`src/rtl/branch_pc_sequencer.sv`:
```
// ============================================================================
// Module   : branch_pc_sequencer
// Purpose  : PC register with fetch increment, direct load and a multi-cycle
//            conditional-branch sequencer driven by the CON flip-flop result.
// Revision : 1.0 - initial release
// ============================================================================
`default_nettype none

module branch_pc_sequencer #(
  parameter int                  PC_WIDTH    = 32,
  parameter int                  OFFSET_BITS = 19,
  parameter logic [PC_WIDTH-1:0] RESET_PC    = '0
) (
  input  logic                clock,
  input  logic                clear,
  input  logic                inc_en,
  input  logic                pc_ld,
  input  logic [PC_WIDTH-1:0] pc_d,
  input  logic                br_start,
  input  logic [31:0]         ir_in,
  input  logic                con_in,
  output logic [PC_WIDTH-1:0] pc_out,
  output logic                con_en,
  output logic                ra_out,
  output logic                busy,
  output logic                done,
  output logic                taken
);

  localparam logic [2:0] S_IDLE    = 3'd0;
  localparam logic [2:0] S_CAPTURE = 3'd1;
  localparam logic [2:0] S_WAIT    = 3'd2;
  localparam logic [2:0] S_RESOLVE = 3'd3;
  localparam logic [2:0] S_DONE    = 3'd4;

  localparam int C_EXT_BITS = PC_WIDTH - OFFSET_BITS;

  logic [2:0]          state_q, state_d;
  logic [PC_WIDTH-1:0] pc_q, npc_d;
  logic [PC_WIDTH-1:0] off_q, off_d;
  logic                taken_q, taken_d;

  logic [PC_WIDTH-1:0] w_off_ext;
  logic                w_unused_ir;

  assign w_off_ext   = {{C_EXT_BITS{ir_in[OFFSET_BITS-1]}}, ir_in[OFFSET_BITS-1:0]};
  assign w_unused_ir = ^ir_in[31:OFFSET_BITS];

  always_ff @(posedge clock or negedge clear) begin
    if (!clear) begin
      state_q <= S_IDLE;
      pc_q    <= RESET_PC;
      off_q   <= '0;
      taken_q <= 1'b0;
    end else begin
      state_q <= state_d;
      pc_q    <= npc_d;
      off_q   <= off_d;
      taken_q <= taken_d;
    end
  end

  // Requests are only honoured in IDLE; anything arriving while busy is dropped.
  always_comb begin
    state_d = state_q;
    npc_d   = pc_q;
    off_d   = off_q;
    taken_d = taken_q;
    case (state_q)
      S_IDLE: begin
        if (pc_ld) begin
          npc_d = pc_d;
        end else if (br_start) begin
          off_d   = w_off_ext;
          taken_d = 1'b0;
          state_d = S_CAPTURE;
        end else if (inc_en) begin
          npc_d = pc_q + 1'b1;
        end
      end
      S_CAPTURE: state_d = S_WAIT;
      S_WAIT:    state_d = S_RESOLVE;
      S_RESOLVE: begin
        if (con_in) begin
          npc_d   = pc_q + off_q;
          taken_d = 1'b1;
        end else begin
          taken_d = 1'b0;
        end
        state_d = S_DONE;
      end
      S_DONE:    state_d = S_IDLE;
      default:   state_d = S_IDLE;
    endcase
  end

  always_comb begin
    con_en = 1'b0;
    ra_out = 1'b0;
    done   = 1'b0;
    busy   = (state_q != S_IDLE);
    case (state_q)
      S_CAPTURE: begin
        con_en = 1'b1;
        ra_out = 1'b1;
      end
      S_DONE:  done = 1'b1;
      default: ;
    endcase
  end

  assign pc_out = pc_q;
  assign taken  = taken_q;

endmodule

`default_nettype wire

```
`config.mk`:
```
export PLATFORM = sky130hd
export DESIGN_NAME = branch_pc_sequencer
export DESIGN_NICKNAME = d
export VERILOG_FILES = /design/src/rtl/branch_pc_sequencer.sv
export SDC_FILE = /design/constraint.sdc
export NUM_CORES = 1
export LEC_CHECK = 0
export ABC_AREA = 0
export CAP_MARGIN = 25
export CORE_MARGIN = 1
export CORE_UTILIZATION = 70
export CTS_BUF_LIST = sky130_fd_sc_hd__clkbuf_16
export DETAILED_ROUTE_END_ITERATION = 8
export DONT_BUFFER_PORTS = 1
export GPL_ROUTABILITY_DRIVEN = 0
export PLACE_DENSITY = 0.86
export SLEW_MARGIN = 5
export SYNTH_ARGS = -nofsm -noshare
export SYNTH_HDL_FRONTEND = slang
export SYNTH_SLANG_ARGS = --single-unit
```
`constraint.sdc`:
```
create_clock -name clock -period 5.8 [get_ports clock]
set_input_delay 1.16 -clock clock [delete_from_list [all_inputs] [get_ports clock]]
set_output_delay 1.16 -clock clock [all_outputs]
set_load 0.03 [all_outputs]
```
# --- Word level (Yosys, flattened, before mapping) ---
# Cells that the tools add are included.
op_classes:
  n_bitwise: 1
  n_reduce_logical: 7
  add_sub_neg: 2
  eq_ne: 9
  mux: 14
ops:
  columns: ["cell", "n"]
  rows:
  - ["32-bit 2-to-1 mux", 4]
  - ["32-bit one-hot mux with 2 select lines", 1]
  - ["32-bit by 1-bit adder with 32-bit output (second input constant)", 1]
  - ["32-bit adder", 1]
  - ["3-bit one-hot mux with 4 select lines", 1]
  - ["3-bit by 2-bit equality test with 1-bit output (second input constant)", 2]
  - ["3-bit 2-to-1 mux", 2]
  - ["2-bit != test (second input constant)", 3]
  - ["3-bit != test (second input constant)", 2]
  - ["3-bit AND reduction", 2]
  - ["1-bit 2-to-1 mux", 5]
  - ["4-bit AND reduction", 1]
  - ["3-bit by 1-bit equality test with 1-bit output (second input constant)", 1]
  - ["3-bit equality test (second input constant)", 1]
  - ["3-bit logical NOT", 1]
  - ["3-bit nonzero test", 1]
  - ["1-bit one-hot mux with 2 select lines", 1]
  - ["2-bit AND reduction", 1]
  - ["2-bit nonzero test", 1]
  - ["1-bit NOT", 1]
word_totals:
  elab_cells: 37
  reg_bits: 55
  input_bits: 70
  output_inout_bits: 37

# --- Logic depth before layout (Yosys ltp) ---
# Gate-level depths: netlist (run 1).
depth:
  ltp_word: 5
  depth_mapped: 10
  depth_no_buf: 10

# --- Least setup slack after synthesis (run 1) ---
# No wires, ideal clock.
synth_timing:
  path_kind: "flip-flop to flip-flop"
  from: "register pc_q[0] (netlist: pc_out[0])"
  to: "register pc_q[30] (netlist: pc_out[30])"
  setup_ps: 137
  required_ps: 5663
  path_slack_ps: 3025
  t_arrival_ps: 2638
  path_buffers: 0
  stages_incl_launch_ff: 11
  path_cell_list: "dfrtp_1 ha_1 fa_1 a21oi_1 o21ai_0 a21oi_1 o211a_1 o31ai_2 a31oi_2 mux2i_1 o22ai_1"
synth_via:
  elab_chain_len: 5
  elab_cells_between_ends: 7
synth_lines:
  columns: ["item", "line", "text"]
  rows:
  - ["start, declared", "39", "logic [PC_WIDTH-1:0] pc_q, npc_d;"]
  - ["start signal, assigned", "57", "pc_q <= npc_d;"]
  - ["32-bit by 1-bit adder with 32-bit output", "78", "npc_d = pc_q + 1'b1;"]
  - ["32-bit 2-to-1 mux", "77", "end else if (inc_en) begin"]
  - ["32-bit 2-to-1 mux", "73", "end else if (br_start) begin"]
  - ["32-bit 2-to-1 mux", "71", "if (pc_ld) begin"]
  - ["32-bit one-hot mux with 2 select lines *", "69", "case (state_q)"]
# Every way passes the cells marked *; elsewhere a longest branch is shown, timed or not. The select of a mux whose other input is x is not followed.
# A chain may end at the register's enable or synchronous reset.

# --- Worst setup path after layout (run 1) ---
# Same ends and word-level chain as after synthesis.

==> flow_summary.json, run 1 <==
{
  "drive_above_1_share_pct": 7.35,
  "p_sw_share_pct": 55.2,
  "synth_seq_cells": 55,
  "p_seq_share_pct": 28.7,
  "multi_input_area_sq_mm": 0.00329,
  "core_area_sq_mm": 0.00653,
  "ant_nets": 0,
  "cp-startpoint": "pc_out[0]",
  "vias_per_cell": 7.25,
  "rsz0062_at_grt": "false",
  "io_pins": 107,
  "routed_wl_microns": 13700,
  "worstReg2RegStart": "pc_out[0]",
  "wl_per_cell_microns": 20.7,
  "final.min_clock_period_ns": 3.45,
  "netlist_area_sq_mm": 0.00484,
  "met1_usage_pct": 50.6,
  "grt_antenna_before_repair": 0,
  "setup-violations-final": 0,
  "ys_seq_area_share_pct": 28.4,
  "yosysWarnings": 0,
  "yosysUniqueCellTypes": 61,
  "worstSetupPathType": "reg -> reg",
  "internal-power_uw": 1710,
  "arrival_ns": 3.63,
  "cts_tree": "built",
  "cts_resized": 0,
  "fmax_mhz": 290,
  "synth_ff_type": "dfrtp_1",
  "clk_pin_slew_ns": 0.08,
  "area_growth_syn_to_layout_pct": 3.46,
  "clock_skew_ns": 0.0142,
  "cts_setup_buffers": 0,
  "grt_pass1_vias": 4475,
  "p_switching_uw": 2100,
  "grt_usage_pct": 38.5,
  "grt_pass1_wl_microns": 22100,
  "power.share.clock_pct": 8.4,
  "hold_path.class": "reg -> reg",
  "power_density_mw_per_mm2": 759,
  "busiest_layer": "met2",
  "design.die.area_sq_mm": 0.00726,
  "syn_area_per_cell_sq_um": 8.03,
  "combPwrFrac_pct": 62.9,
  "dr.pass1.iters": 6,
  "port_buffers": 0,
  "die_w_microns": 85.2,
  "regArea_sq_mm": 0.00138,
  "drc": 0,
  "hold_viol_final": 0,
  "clk_latency_ns": 0.30,
  "use_met3_pct": 8.17,
  "crit_path_end_kind": "flip-flop",
  "grt_max_degree": 57,
  "overflow": 0,
  "numCtsBuffers": 5,
  "synthCells": 603,
  "dp_hpwl_microns": 9700,
  "hold_buffers": 0,
  "htree_levels": 2,
  "finalSetupTns_ns": 0,
  "ir_drop_v": 0.000520,
  "drv_slew": 0,
  "max_slew_margin_pct": 33.7,
  "start_util_pct": 74.2,
  "fin_crit_sh_pct": 59.5,
  "cp_data_required_time_ns": 5.97,
  "fillers": 489,
  "cp-start-kind": "flip-flop",
  "cts-root-buf": "clkbuf_16",
  "hold_start": "off_q[8]",
  "cap_viol_max_count": 0,
  "cts_buffer_depth": 2,
  "worst_pin_slew_ns": 0.990,
  "gr-usage-met2_pct": 61.4,
  "synth-edff-count": 0,
  "rows": 29,
  "syn_nets": 706,
  "async_reset_ff_share_pct": 100,
  "cp_max_fo": 6,
  "leakage_uw": 0.00214,
  "fin_nets": 687,
  "drt_iter0_markers": 390,
  "whs_ns": 0.518,
  "dr_total_vias": 4798,
  "cts_num_sinks": 55,
  "die_h_microns": 85.2,
  "outcome": "finished, final reports clean",
  "num_antenna_cells": 0
}
## through the flow
step	cells	cell area [sq um]	worst slack (ns)	total power [uW]	utilization [%]
floorplan	603	4840	3.03	2880	-
global placement	654	4860	2.61	3290	74.4
detailed placement	654	4860	2.43	3400	74.4
CTS	662	5010	2.40	3730	76.7
global route	662	5010	2.20	4080	76.7
finish	662	5010	2.35	3810	76.7
## state kept, by name, summed over array words and instances, names as in the netlist
name	flops
pc_out	32
state_q	3
off_q	19
taken	1
## metal layers
| metal | share of wire, % | vias up |
|---|---|---|
| met5 | 0 | - |
| met4 | 3.8 | 0 |
| met3 | 10 | 59 |
| met2 | 45 | 300 |
| met1 | 41 | 2250 |
| li1 | - | 2189 |
## final timing paths
kind / to / slack (ns) / cells past startpoint
setup / recovery: pc_out[30] / 2.35 / 10
hold / removal: off_q[8] / 0.52 / 1
setup reg to reg: pc_out[30] / 2.35 / 10
hold reg to reg: off_q[8] / 0.52 / 1
max in group asynchronous: pc_out[10] / 5.15 / 0
min in group asynchronous: pc_out[0] / 0.54 / 0
## power groups by stage
stage / combinational [uW] / sequential [uW] / clock, uW
global route: 2640 / 1120 / 331
CTS: 2330 / 1080 / 321
global placement: 2220 / 1070 / 0
detailed placement: 2310 / 1090 / 0
finish: 2400 / 1090 / 320
floorplan: 1900 / 985 / 0
## cells in the final DEF (no fill, tap or decap), types with 6 or more instances in the layout
cell      synthesis  layout
xor2_1           19      19
a31oi_1          11      11
dfrtp_1          55      55
o211ai_1          8       8
a211oi_1          8       8
nand2_1          79      79
o21ai_0          54      54
nand4_1          11      11
nor2_1           45      45
nor3_1           10      10
ha_1             32      32
xnor2_1          19      19
a21o_1           20      20
buf_4             2       6
inv_1            13      13
nor2b_1           6       6
a21oi_1          59      59
mux2_2           19      19
o221ai_1          8       8
and3_1            6       6
mux2i_1           9       9
nand3_1          20      20
## logic make-up (layout without fill, tap and decap cells)
group           Yosys count  count (layout)  synth area share, %
compound gates          203             203                 26.4
xor+xnor                 38              38                 6.87
fa+ha+maj                33              33                 8.68
buf+inv                  46              28                 3.80
flops                    55              55                 28.4
mux                      28              28                 6.28
simple gates            200             200                 19.5
## cells in the mapped netlist (2+ instances only)
cell type	count	area [sq um]
a31oi_1	11	68.8
clkbuf_1	24	90.1
nor2_1	45	169
a211oi_1	8	60.1
a32oi_1	3	26.3
nand2_1	79	297
buf_1	3	11.3
nor2b_1	6	37.5
buf_2	3	15.0
o22ai_1	4	25.0
nor4_1	5	31.3
o221ai_1	8	70.1
and4_1	2	17.5
inv_1	13	48.8
o21bai_1	5	37.5
o211ai_1	8	60.1
nand2b_1	3	18.8
xnor2_1	19	166
xor2_1	19	166
nor3_1	10	50.1
o21a_1	3	22.5
a21o_1	20	150
ha_1	32	400
a221oi_1	2	17.5
buf_4	2	15.0
dfrtp_1	55	1380
or4_1	3	22.5
nand4_1	11	68.8
and3_1	6	37.5
o21ai_0	54	270
and2_1	3	18.8
nor3b_1	2	15.0
a21oi_1	59	295
nand3_1	20	100
mux2i_1	9	90.1
mux2_2	19	214
## worst max-delay path: stages (launching register included)
cell     delay (ns)
dfrtp_1        0.54
ha_1           0.33
fa_1           0.41
a21oi_1        0.24
o21ai_0        0.14
a21oi_1        0.42
o211a_1        0.34
o31ai_2        0.13
a31oi_2        0.38
mux2i_1        0.27
o22ai_1        0.11
## area by class of cell
cell class	count	share of cell area, %
multi-input combinational	502	65.6
sequential	55	27.5
clock buffer	5	2.50
tap	77	1.92
inverter	14	1.05
timing repair buffer	6	0.899
clock inverter	3	0.549
(Power assumes the default switching activity.)
==> run 2, diff against run 1 <==
--- a/config.mk
+++ b/config.mk
@@ -8,12 +8,12 @@
 export ABC_AREA = 0
 export CAP_MARGIN = 25
 export CORE_MARGIN = 1
-export CORE_UTILIZATION = 70
+export CORE_UTILIZATION = 65
 export CTS_BUF_LIST = sky130_fd_sc_hd__clkbuf_16
 export DETAILED_ROUTE_END_ITERATION = 8
 export DONT_BUFFER_PORTS = 1
 export GPL_ROUTABILITY_DRIVEN = 0
-export PLACE_DENSITY = 0.86
+export PLACE_DENSITY = 0.81
 export SLEW_MARGIN = 5
 export SYNTH_ARGS = -nofsm -noshare
 export SYNTH_HDL_FRONTEND = slang
==> constraint.sdc (replaced) <==
create_clock -name clock -period 3.4 [get_ports clock]
set_input_delay 0.68 -clock clock [delete_from_list [all_inputs] [get_ports clock]]
set_output_delay 0.68 -clock clock [all_outputs]
set_load 0.03 [all_outputs]
==> flow_summary.json, run 2 (synthesis results as in run 1) <==
{
  "outcome": "finished, final reports clean",
  "post-place-ws_ns": 0.416,
  "rows": 31,
  "clock_skew_ns": 0.00901,
  "cp-start-kind": "flip-flop",
  "regArea_sq_mm": 0.00138,
  "largest_register_ffs": 32,
  "cts_setup_buffers": 0,
  "fin_nets": 702,
  "num_antenna_cells": 0,
  "grt_usage_pct": 34.6,
  "worstSetupPathType": "reg -> reg",
  "clk_pin_slew_ns": 0.08,
  "dp_hpwl_microns": 9890,
  "max_slew_margin_pct": 33.3,
  "cp_max_fo": 7,
  "clk_latency_ns": 0.30,
  "io_pins": 107,
  "drive_above_1_share_pct": 9.67,
  "dr.pass1.iters": 5,
  "fin_cells": 699,
  "cts_tree": "built",
  "power_density_mw_per_mm2": 1280,
  "cp_data_required_time_ns": 3.59,
  "r2r_setup_slack_ns": 0.36,
  "wl_per_cell_microns": 19.3,
  "die_h_microns": 88.3,
  "drv_slew": 0,
  "timing.final.ws_setup_ns": 0.361,
  "cts-root-buf": "clkbuf_16",
  "arrival_ns": 3.23,
  "drc": 0,
  "die_w_microns": 88.3,
  "fmax_mhz": 329,
  "cts_resized": 0,
  "totalPowerFinal_uw": 6570,
  "fillers": 611,
  "final.min_clock_period_ns": 3.04,
  "hold_path.class": "in -> async",
  "drt_iter0_markers": 327,
  "dr_total_vias": 4797,
  "core_area_sq_mm": 0.00721,
  "rsz0062_at_grt": "false",
  "ant_nets": 0,
  "worst_pin_slew_ns": 0.996,
  "routed_wl_microns": 13500,
  "ir_drop_v": 0.000703,
  "mostFrequentLayoutCells": "79 x nand2_1, 59 x a21oi_1, 55 x dfrtp_1",
  "final_common_cell": "nand2_1",
  "whs_ns": 0.0649,
  "numCtsBuffers": 5,
  "grt_antenna_before_repair": 0,
  "setup-violations-final": 0,
  "worstPathCellList": "ha_1 > a21oi_1 > o211ai_1 > a221oi_2 > a31oi_1 > a221o_1 > a311o_1 > a211oi_1 > nor2_1",
  "grt_max_degree": 57,
  "vias_per_cell": 6.86,
  "grt_pass1_wl_microns": 21000,
  "design.die.area_sq_mm": 0.00780,
  "leakage_uw": 0.00221,
  "start_util_pct": 67.2,
  "critical-path-slowest-cell": "dfrtp_1",
  "finalSetupTns_ns": 0,
  "area_growth_syn_to_layout_pct": 6.35,
  "htree_levels": 2,
  "overflow": 0,
  "multi_input_area_sq_mm": 0.00329,
  "dp_cells": 691,
  "port_buffers": 0,
  "fin_crit_sh_pct": 89.4,
  "cts_buffer_depth": 2,
  "hold_viol_final": 0,
  "hold_buffers": 0,
  "cap_viol_max_count": 0,
  "cts_num_sinks": 55,
  "grt_pass1_vias": 4362,
  "cp_slowest_stage_delay_ns": 0.54,
  "crit_path_end_kind": "flip-flop"
}
run 2: cell type report:
type | instances | share of cell area, %
Clock inverter | 3 | 0.534
Timing Repair Buffer | 21 | 3.06
Multi-Input combinational cell | 502 | 63.8
Inverter | 14 | 1.02
Clock buffer | 5 | 2.43
Sequential cell | 55 | 26.7
Tap cell | 99 | 2.40
run 2: power breakdown:
group	internal, uW	leakage [uW]	switching [uW]	total [uW]
Combinational	1770	0.00148	2670	4440
Clock	282	0.0000723	269	551
Sequential	972	0.000659	611	1580
run 2: path summary, 6_finish.rpt:
kind                         endpoint        from  depth (start not counted)
hold / removal               off_q[1]       clear                          0
min in group clock           off_q[8]    off_q[8]                          1
setup reg to reg           pc_out[31]  pc_out[12]                          9
setup / recovery           pc_out[31]  pc_out[12]                          9
max in group asynchronous  pc_out[21]       clear                          0
hold reg to reg              off_q[8]    off_q[8]                          1
run 2: per-stage QoR:
step,cell area (sq um),util [%]
after floorplan,4840,-
after global placement,5000,69.3
after detailed placement,5000,69.3
after CTS,5150,71.4
after global routing,5150,71.4
final,5150,71.4
run 2: worst max-delay path: cells and delay by family, from the launching register on:
kind	cells	cell delay, ns
compound gates	7	1.87
fa+ha+maj	1	0.46
simple gates	1	0.06
flops	1	0.54
run 2: metal layers:
| metal | vias up | global-route usage [%] | routed length [microns] |
|---|---|---|---|
| met3 | 50 | 6.81 | 1460 |
| met5 | - | 0 | 0 |
| met1 | 2230 | 44.8 | 5400 |
| met4 | 0 | 16.3 | 517 |
| met2 | 303 | 55.7 | 6130 |
| li1 | 2214 | - | - |
